File: config.mk
export PLATFORM = sky130hd
export DESIGN_NAME = nn_result_argmax
export DESIGN_NICKNAME = d
export VERILOG_FILES = /design/src/rtl/nn_result_argmax.sv
export SDC_FILE = /design/constraint.sdc
export NUM_CORES = 1
export LEC_CHECK = 0
export ABC_AREA = 1
export CORE_AREA = 5 5 208 210
export CTS_CLUSTER_DIAMETER = 40
export CTS_CLUSTER_SIZE = 8
export DETAILED_ROUTE_END_ITERATION = 10
export DIE_AREA = 0 0 213 215
export HOLD_SLACK_MARGIN = 0.03
export PLACE_DENSITY = 0.73
export SETUP_SLACK_MARGIN = 0.1
export SYNTH_ARGS = -nofsm -noshare
export SYNTH_HDL_FRONTEND = slang
export SYNTH_SLANG_ARGS = --single-unit
File: constraint.sdc
create_clock -name clk -period 3.1 [get_ports clk]
set_input_delay 0.62 -clock clk [delete_from_list [all_inputs] [get_ports clk]]
set_output_delay 0.62 -clock clk [all_outputs]
set_load 0.01 [all_outputs]
File: src/rtl/nn_result_argmax.sv
// nn_result_argmax
// Serial argmax encoder for the layer-2 class sums. A rising edge on start
// snapshots all class sums. The block then walks them one per clock with a
// signed, strict greater-than compare. The winning class index and its sum
// are offered to the digit driver over a valid/ready handshake.
//
// Ports
//   clk        system clock
//   reset_n    asynchronous active-low reset
//   start      level from layer-2 "finished"; its rising edge triggers a scan
//   sums_flat  NUM_CLASSES signed sums, class c at [c*SUM_W +: SUM_W]
//   busy       high while scanning
//   out_valid  result available, held until accepted
//   out_ready  consumer accepts the result (only looked at while holding)
//   digit      winning class index; keeps the last result after acceptance
//   max_sum    winning sum value; keeps the last result after acceptance
//   overrun    sticky flag: a start edge arrived while a scan or result
//              was still in flight
module nn_result_argmax #(
  parameter int NUM_CLASSES = 10,
  parameter int SUM_W       = 32,
  parameter int IDX_W       = 4
) (
  input  logic                         clk,
  input  logic                         reset_n,
  input  logic                         start,
  input  logic [NUM_CLASSES*SUM_W-1:0] sums_flat,
  output logic                         busy,
  output logic                         out_valid,
  input  logic                         out_ready,
  output logic [IDX_W-1:0]             digit,
  output logic [SUM_W-1:0]             max_sum,
  output logic                         overrun
);

  typedef enum logic [1:0] {IDLE, SCAN, HOLD} state_t;

  localparam logic [IDX_W-1:0] LAST_IDX = IDX_W'(NUM_CLASSES - 1);

  state_t           state;
  logic             start_q;
  logic [SUM_W-1:0] capture [NUM_CLASSES];
  logic [SUM_W-1:0] best_val;
  logic [IDX_W-1:0] best_idx;
  logic [IDX_W-1:0] cnt;

  logic             start_edge;
  logic             handshake;
  logic             begin_scan;
  logic [SUM_W-1:0] cand;
  logic             cand_wins;
  logic [SUM_W-1:0] next_val;
  logic [IDX_W-1:0] next_idx;

  assign start_edge = start & ~start_q;
  assign handshake  = (state == HOLD) & out_valid & out_ready;

  // A new capture can begin from IDLE. It can also begin in the same cycle
  // that the held result is accepted, so back-to-back inferences lose no
  // cycle and raise no overrun.
  assign begin_scan = start_edge & ((state == IDLE) | handshake);

  // Strict signed compare: on a tie the earlier (lower) index is kept.
  assign cand      = capture[cnt];
  assign cand_wins = $signed(cand) > $signed(best_val);
  assign next_val  = cand_wins ? cand : best_val;
  assign next_idx  = cand_wins ? cnt  : best_idx;

  always_ff @(posedge clk or negedge reset_n) begin
    if (!reset_n) begin
      state     <= IDLE;
      start_q   <= 1'b0;
      best_val  <= '0;
      best_idx  <= '0;
      cnt       <= '0;
      busy      <= 1'b0;
      out_valid <= 1'b0;
      digit     <= '0;
      max_sum   <= '0;
      overrun   <= 1'b0;
      for (int c = 0; c < NUM_CLASSES; c++) begin
        capture[c] <= '0;
      end
    end else begin
      start_q <= start;

      // Any edge that cannot start a scan is dropped and flagged.
      if (start_edge && !begin_scan) begin
        overrun <= 1'b1;
      end

      if (begin_scan) begin
        // Snapshot the sums so later changes upstream cannot disturb
        // the scan. Class 0 seeds the running best.
        for (int c = 0; c < NUM_CLASSES; c++) begin
          capture[c] <= sums_flat[c*SUM_W +: SUM_W];
        end
        best_val  <= sums_flat[SUM_W-1:0];
        best_idx  <= '0;
        cnt       <= IDX_W'(1);
        busy      <= 1'b1;
        out_valid <= 1'b0;
        state     <= SCAN;
      end else begin
        case (state)
          IDLE: begin
          end
          SCAN: begin
            best_val <= next_val;
            best_idx <= next_idx;
            cnt      <= cnt + 1'b1;
            if (cnt == LAST_IDX) begin
              digit     <= next_idx;
              max_sum   <= next_val;
              out_valid <= 1'b1;
              busy      <= 1'b0;
              state     <= HOLD;
            end
          end
          HOLD: begin
            if (handshake) begin
              out_valid <= 1'b0;
              state     <= IDLE;
            end
          end
          default: state <= IDLE;
        endcase
      end
    end
  end

endmodule

# Word level (Yosys, flattened, before mapping)
# Cells that the tools add are included.
# totals
register_bits	402
latch_bits	0
mem_bits_rw	0
mem_bits_ro	0
in_bits	324
out_inout_bits	39
memories	0
# classes
addsub	1
n_mul	0
n_div	0
order_cmp	2
n_eq_ne	6
shift	0
mux	22
bitwise_logic	8
n_reduce_logical	10
# ops
op	n
32-bit 2-to-1 mux	5
32-bit binary-select mux with 4-bit select	1
32-bit greater-than comparator	1
4-bit 2-to-1 mux	5
3-bit AND reduction	3
1-bit 2-to-1 mux	6
2-bit 2-to-1 mux	3
3-bit != test, second input constant	2
2-bit one-hot mux with 3 select lines	1
5-bit >= comparator, second input constant	1
4-bit inverter with 5-bit output	1
4-bit by 1-bit adder with 4-bit output, second input constant	1
1-bit bitwise AND	4
4-bit == test, second input constant	1
2-bit nonzero test	2
3-bit nonzero test	1
2-bit by 1-bit == test with 1-bit output, second input constant	1
2-bit == test, second input constant	1
2-bit zero test	1
2-bit != test, second input constant	1
1-bit inverter	2
1-bit one-hot mux with 2 select lines	1
2-bit AND reduction	1
1-bit logical AND	1
2 further kinds	2

# Depth between registers and ports, before layout
# depth
ltp_word	8
depth_mapped	27
mapped_depth_nobuf	25

# Worst setup path after synthesis
# OpenSTA, ideal clock, no wires.
# synth_timing
path_kind	register to register
startpoint	reg cnt[0]
endpoint	reg best_val[10]
setup_ns	0.125
arrival_time_ns	2.926
slack_ns	0.049
stages_incl_launch_ff	20
path_buffers	3
cell_sequence	dfrtp_1 inv_1 buf_2 clkbuf_1 o21ai_0 o221ai_1 nand3_1 nand2_1 ha_1 nand2_1 nor2_1 nand2_1 inv_1 a21oi_1 nand2_1 nand2_2 clkbuf_1 nand4_1 nand3_1 nand3_1
# synth_between
elab_chain_cells	8
# synth_lines
item	line	rtl
start, declared	45	logic [IDX_W-1:0] cnt;
start signal, assigned	111	cnt <= cnt + 1'b1;
4-bit inverter with 5-bit output (not written as such) (*)	64	assign cand = capture[cnt];
32-bit binary-select mux with 4-bit select (*)	64	
32-bit 2-to-1 mux (not written as such) (*) (2 in a row)	64	
32-bit greater-than comparator	65	assign cand_wins = $signed(cand) > $signed(best_val);
32-bit 2-to-1 mux (*)	66	assign next_val = cand_wins ? cand : best_val;
32-bit 2-to-1 mux (*)	105	case (state)
32-bit 2-to-1 mux (*)	92	if (begin_scan) begin
end signal, assigned	98	best_val <= sums_flat[SUM_W-1:0];
end signal, assigned	109	best_val <= next_val;
end, declared	43	logic [SUM_W-1:0] best_val;
# Every way passes the cells marked *; elsewhere a longest branch is shown, timed or not. The select of a mux whose other input is x is not followed.
# A chain may end at the register's enable or synchronous reset.

# Worst setup path in the final report
# layout_timing
startpoint	reg cnt[0]
endpoint	reg best_val[15]
# Same word-level chain as after synthesis.

==> flow_summary.ini <==
[power]
p_switching_mw = 15.94
p_clk_share_pct = 18.5
p_int_mw = 20.47
pwr-share-seq_pct = 25.6
ir_drop_v = 0.0007538
p_per_area_nw_per_um2 = 1308
combPwrFrac_pct = 55.9
swShare_pct = 43.78
leakage_nw = 13.84

[sta]
rsz0062_at_grt = yes
finalSetupViolCount = 72
relSlewSlack_pct = 31.00
layout_setup_ws_ns = -0.4591
hold_viol = 0
fin_crit_ns = 3.559
slew_violations = 0
finClkSkew_ns = 0.03124
tightest_slew_ns = 1.035
finalSetupTns_ns = -26.03
max_freq_mhz = 281.0
hold-worst-slack_ns = 0.008516
period_share_pct = 114.8

[setup_path]
required_ns = 3.55
reg2reg_from = cnt[0]$_DFFE_PN0P_
endpoint_kind = flip-flop
critPathArrivalTime_ns = 4.01
startpoint_type = flip-flop
crit_start = cnt[0]$_DFFE_PN0P_
path_max_fanout = 14
crit_type = flip-flop to flip-flop

[detailed_routing]
dr_total_vias = 19625
drc = 0
viasPerCell = 5.497
final_antenna_net_count = 0
wl_per_cell_um = 20.11
wl_mm = 71.81
dr.first_iter.drc_count = 2020
first_pass_iters = 6

[cts]
clock-sinks = 402
cts_buffers = 67
cts_buffer_depth = 3
cts_root_buf = clkbuf_16
tritoncts = yes
path_clk_slew_ns = 0.05
clk_latency_ns = 0.58
htree_levels = 3

[finish]
layout_common_cells = 1,179 x nand2_1, 400 x dfrtp_1, 361 x clkdlybuf4s50_1
drive_gt1_share_pct = 13.47
area_delta_synth_final_pct = 43.17
utilization_pct = 67.24
layout.nets = 3360
final_common_cell = nand2_1
fillers = 3271

[logic_synthesis]
ys_types = 31
yosysTopAreaCell = dfrtp_1
syn_nets = 2924
synth_seq_cells = 402
ys_top_cells_by_area = dfrtp_1 52%, nand2_1 24%, o21ai_0 4.4%
syn_area_per_cell_um2 = 7.574
synth_area_um2 = 19440
yosysTopAreaCellShare_pct = 51.76
yosysWarnings = 0
syn_inst = 2566
ys_seq_area_share_pct = 51.76

[status]
outcome = complete, but fails checks
violations = negative setup slack

[grt]
antenna_found_initial = 1
grt_pass1_wl_mm = 109.3
grt_usage_pct = 30.32
grt_pass1_vias = 19525
gr-total-overflow = 0
grt_start_max_net_pins = 193

[hold_path]
min_path_type = input pin to async pin

[placed_design]
pre_cts_ws_ns = -0.5083
hpwlAfterDp_mm = 50.84
gp_congestion = 0.9222
io_buffers = 362

[floorplan]
fp-row-count = 75
core_area_um2 = 41380
die_h_um = 215
dieArea_um2 = 45800
dieWidth_um = 213
pin_count = 363
start_util_pct = 46.97

[job]
cap_violations = 0
## layer usage
layer	global-route usage (%)	up-vias	part of all wire, %
met5	0	-	0
met4	9.836	0	3.5
met3	6.125	161	9.5
met2	46.16	1008	45
met1	43.81	9427	42
li1	-	9029	-
## worst paths after layout
| kind | to | slack [ns] | cells past startpoint |
|---|---|---|---|
| worst min-delay path | max_sum[4]$_DFFE_PN0P_ | 0.009 | 1 |
| worst max register to register | best_val[15]$_DFFE_PN0P_ | -0.46 | 21 |
| worst max-delay path | best_val[15]$_DFFE_PN0P_ | -0.46 | 21 |
| min in group clk | overrun$_DFFE_PN0P_ | 0.46 | 1 |
| max in group asynchronous | capture[53]$_DFFE_PN0P_ | 2.19 | 2 |
| worst min register to register | overrun$_DFFE_PN0P_ | 0.46 | 1 |
## kinds of logic after synthesis
group | share of synthesized area (%)
adder cells (fa/ha/maj) | 2.189
AO/OA/AOI/OAI | 8.343
buffers and inverters | 5.794
multiplexers | 0.05150
AND/OR/NAND/NOR | 31.82
flip-flops | 51.76
XOR/XNOR | 0.04507
## through the flow
| stage | total power, mW | std cells | instance area (um^2) |
|---|---|---|---|
| global placement | 24.81 | 3427 | 24360 |
| detailed placement | 25.35 | 3427 | 24360 |
| global route | 38.71 | 3570 | 27830 |
| floorplan | 18.50 | 2566 | 19440 |
| finish | 36.41 | 3570 | 27830 |
| CTS | 33.90 | 3545 | 27010 |
## worst max-delay path: stages (launching register included)
cell and delay (ns):
dfrtp_4 0.49, buf_12 0.16, buf_6 0.12, buf_12 0.14, buf_4 0.16, o21ai_2 0.12, o211ai_1 0.09, nand3_1 0.10
nand2_2 0.08, ha_1 0.29, nand2_2 0.07, nor2_4 0.13, nand2_2 0.08, buf_6 0.12, nor4_4 0.28, buf_4 0.19
nand4_4 0.11, nand3_4 0.22, buf_16 0.18, nand2_1 0.09, nand3_1 0.10, nand3_1 0.10
## synth_stat cells
| master | count |
|---|---|
| a21o_1 | 2 |
| a21oi_1 | 47 |
| buf_1 | 8 |
| buf_2 | 51 |
| buf_4 | 3 |
| clkbuf_1 | 98 |
| clkinv_1 | 2 |
| dfrtp_1 | 402 |
| ha_1 | 34 |
| inv_1 | 111 |
| inv_2 | 7 |
| mux2i_1 | 1 |
| nand2_1 | 1235 |
| nand2_2 | 1 |
| nand3_1 | 139 |
| nand3_2 | 1 |
| nand3_4 | 1 |
| nand4_1 | 38 |
| nand4_2 | 1 |
| nor2_1 | 139 |
| nor3_1 | 2 |
| nor3_2 | 1 |
| nor4_1 | 1 |
| nor4_4 | 1 |
| o211a_1 | 1 |
| o211ai_1 | 63 |
| o21a_1 | 3 |
| o21ai_0 | 170 |
| o221ai_1 | 1 |
| o22ai_1 | 1 |
| xor2_1 | 1 |
## registers in the layout, summed over array words and instances (netlist names)
signal / count
max_sum: 32
overrun: 1
busy: 1
best_val: 32
capture: 320
cnt: 4
start_q: 1
digit: 4
best_idx: 4
out_valid: 1
state: 2
## power by group through the flow
| stage | sequential [mW] | clock [mW] | combinational, mW |
|---|---|---|---|
| floorplan | 8.82 | 0 | 9.68 |
| global placement | 9.18 | 0 | 15.6 |
| detailed placement | 9.26 | 0 | 16.1 |
| CTS | 9.28 | 6.77 | 17.9 |
| global route | 9.58 | 7.03 | 22.1 |
| finish | 9.32 | 6.73 | 20.4 |
## final cells by class
type	count	area [um^2]	area share (%)
diodes	1	2.502	0.008993
clock buffers	88	1931	6.938
clock inverters	9	63.81	0.2293
inverters	120	470.5	1.691
multi-input cells	1884	9002	32.35
flip-flops and latches	402	10070	36.18
well taps	539	674.4	2.424
repair buffers	525	5590	20.09
repair inverters	2	25.02	0.08993
## timing repair
| item | 4_1_cts | 5_1_grt |
|---|---|---|
| gates resized for setup | 118 | 145 |
| cloned | 6 | 7 |
| setup endpoints to repair | 72 | 72 |
| setup buffers | 15 | 18 |
| hold buffers | 0 | 0 |
| pin swaps | 28 | 35 |
| endpoints found under the hold margin | 0 | 0 |
(Power assumes the default switching activity.)
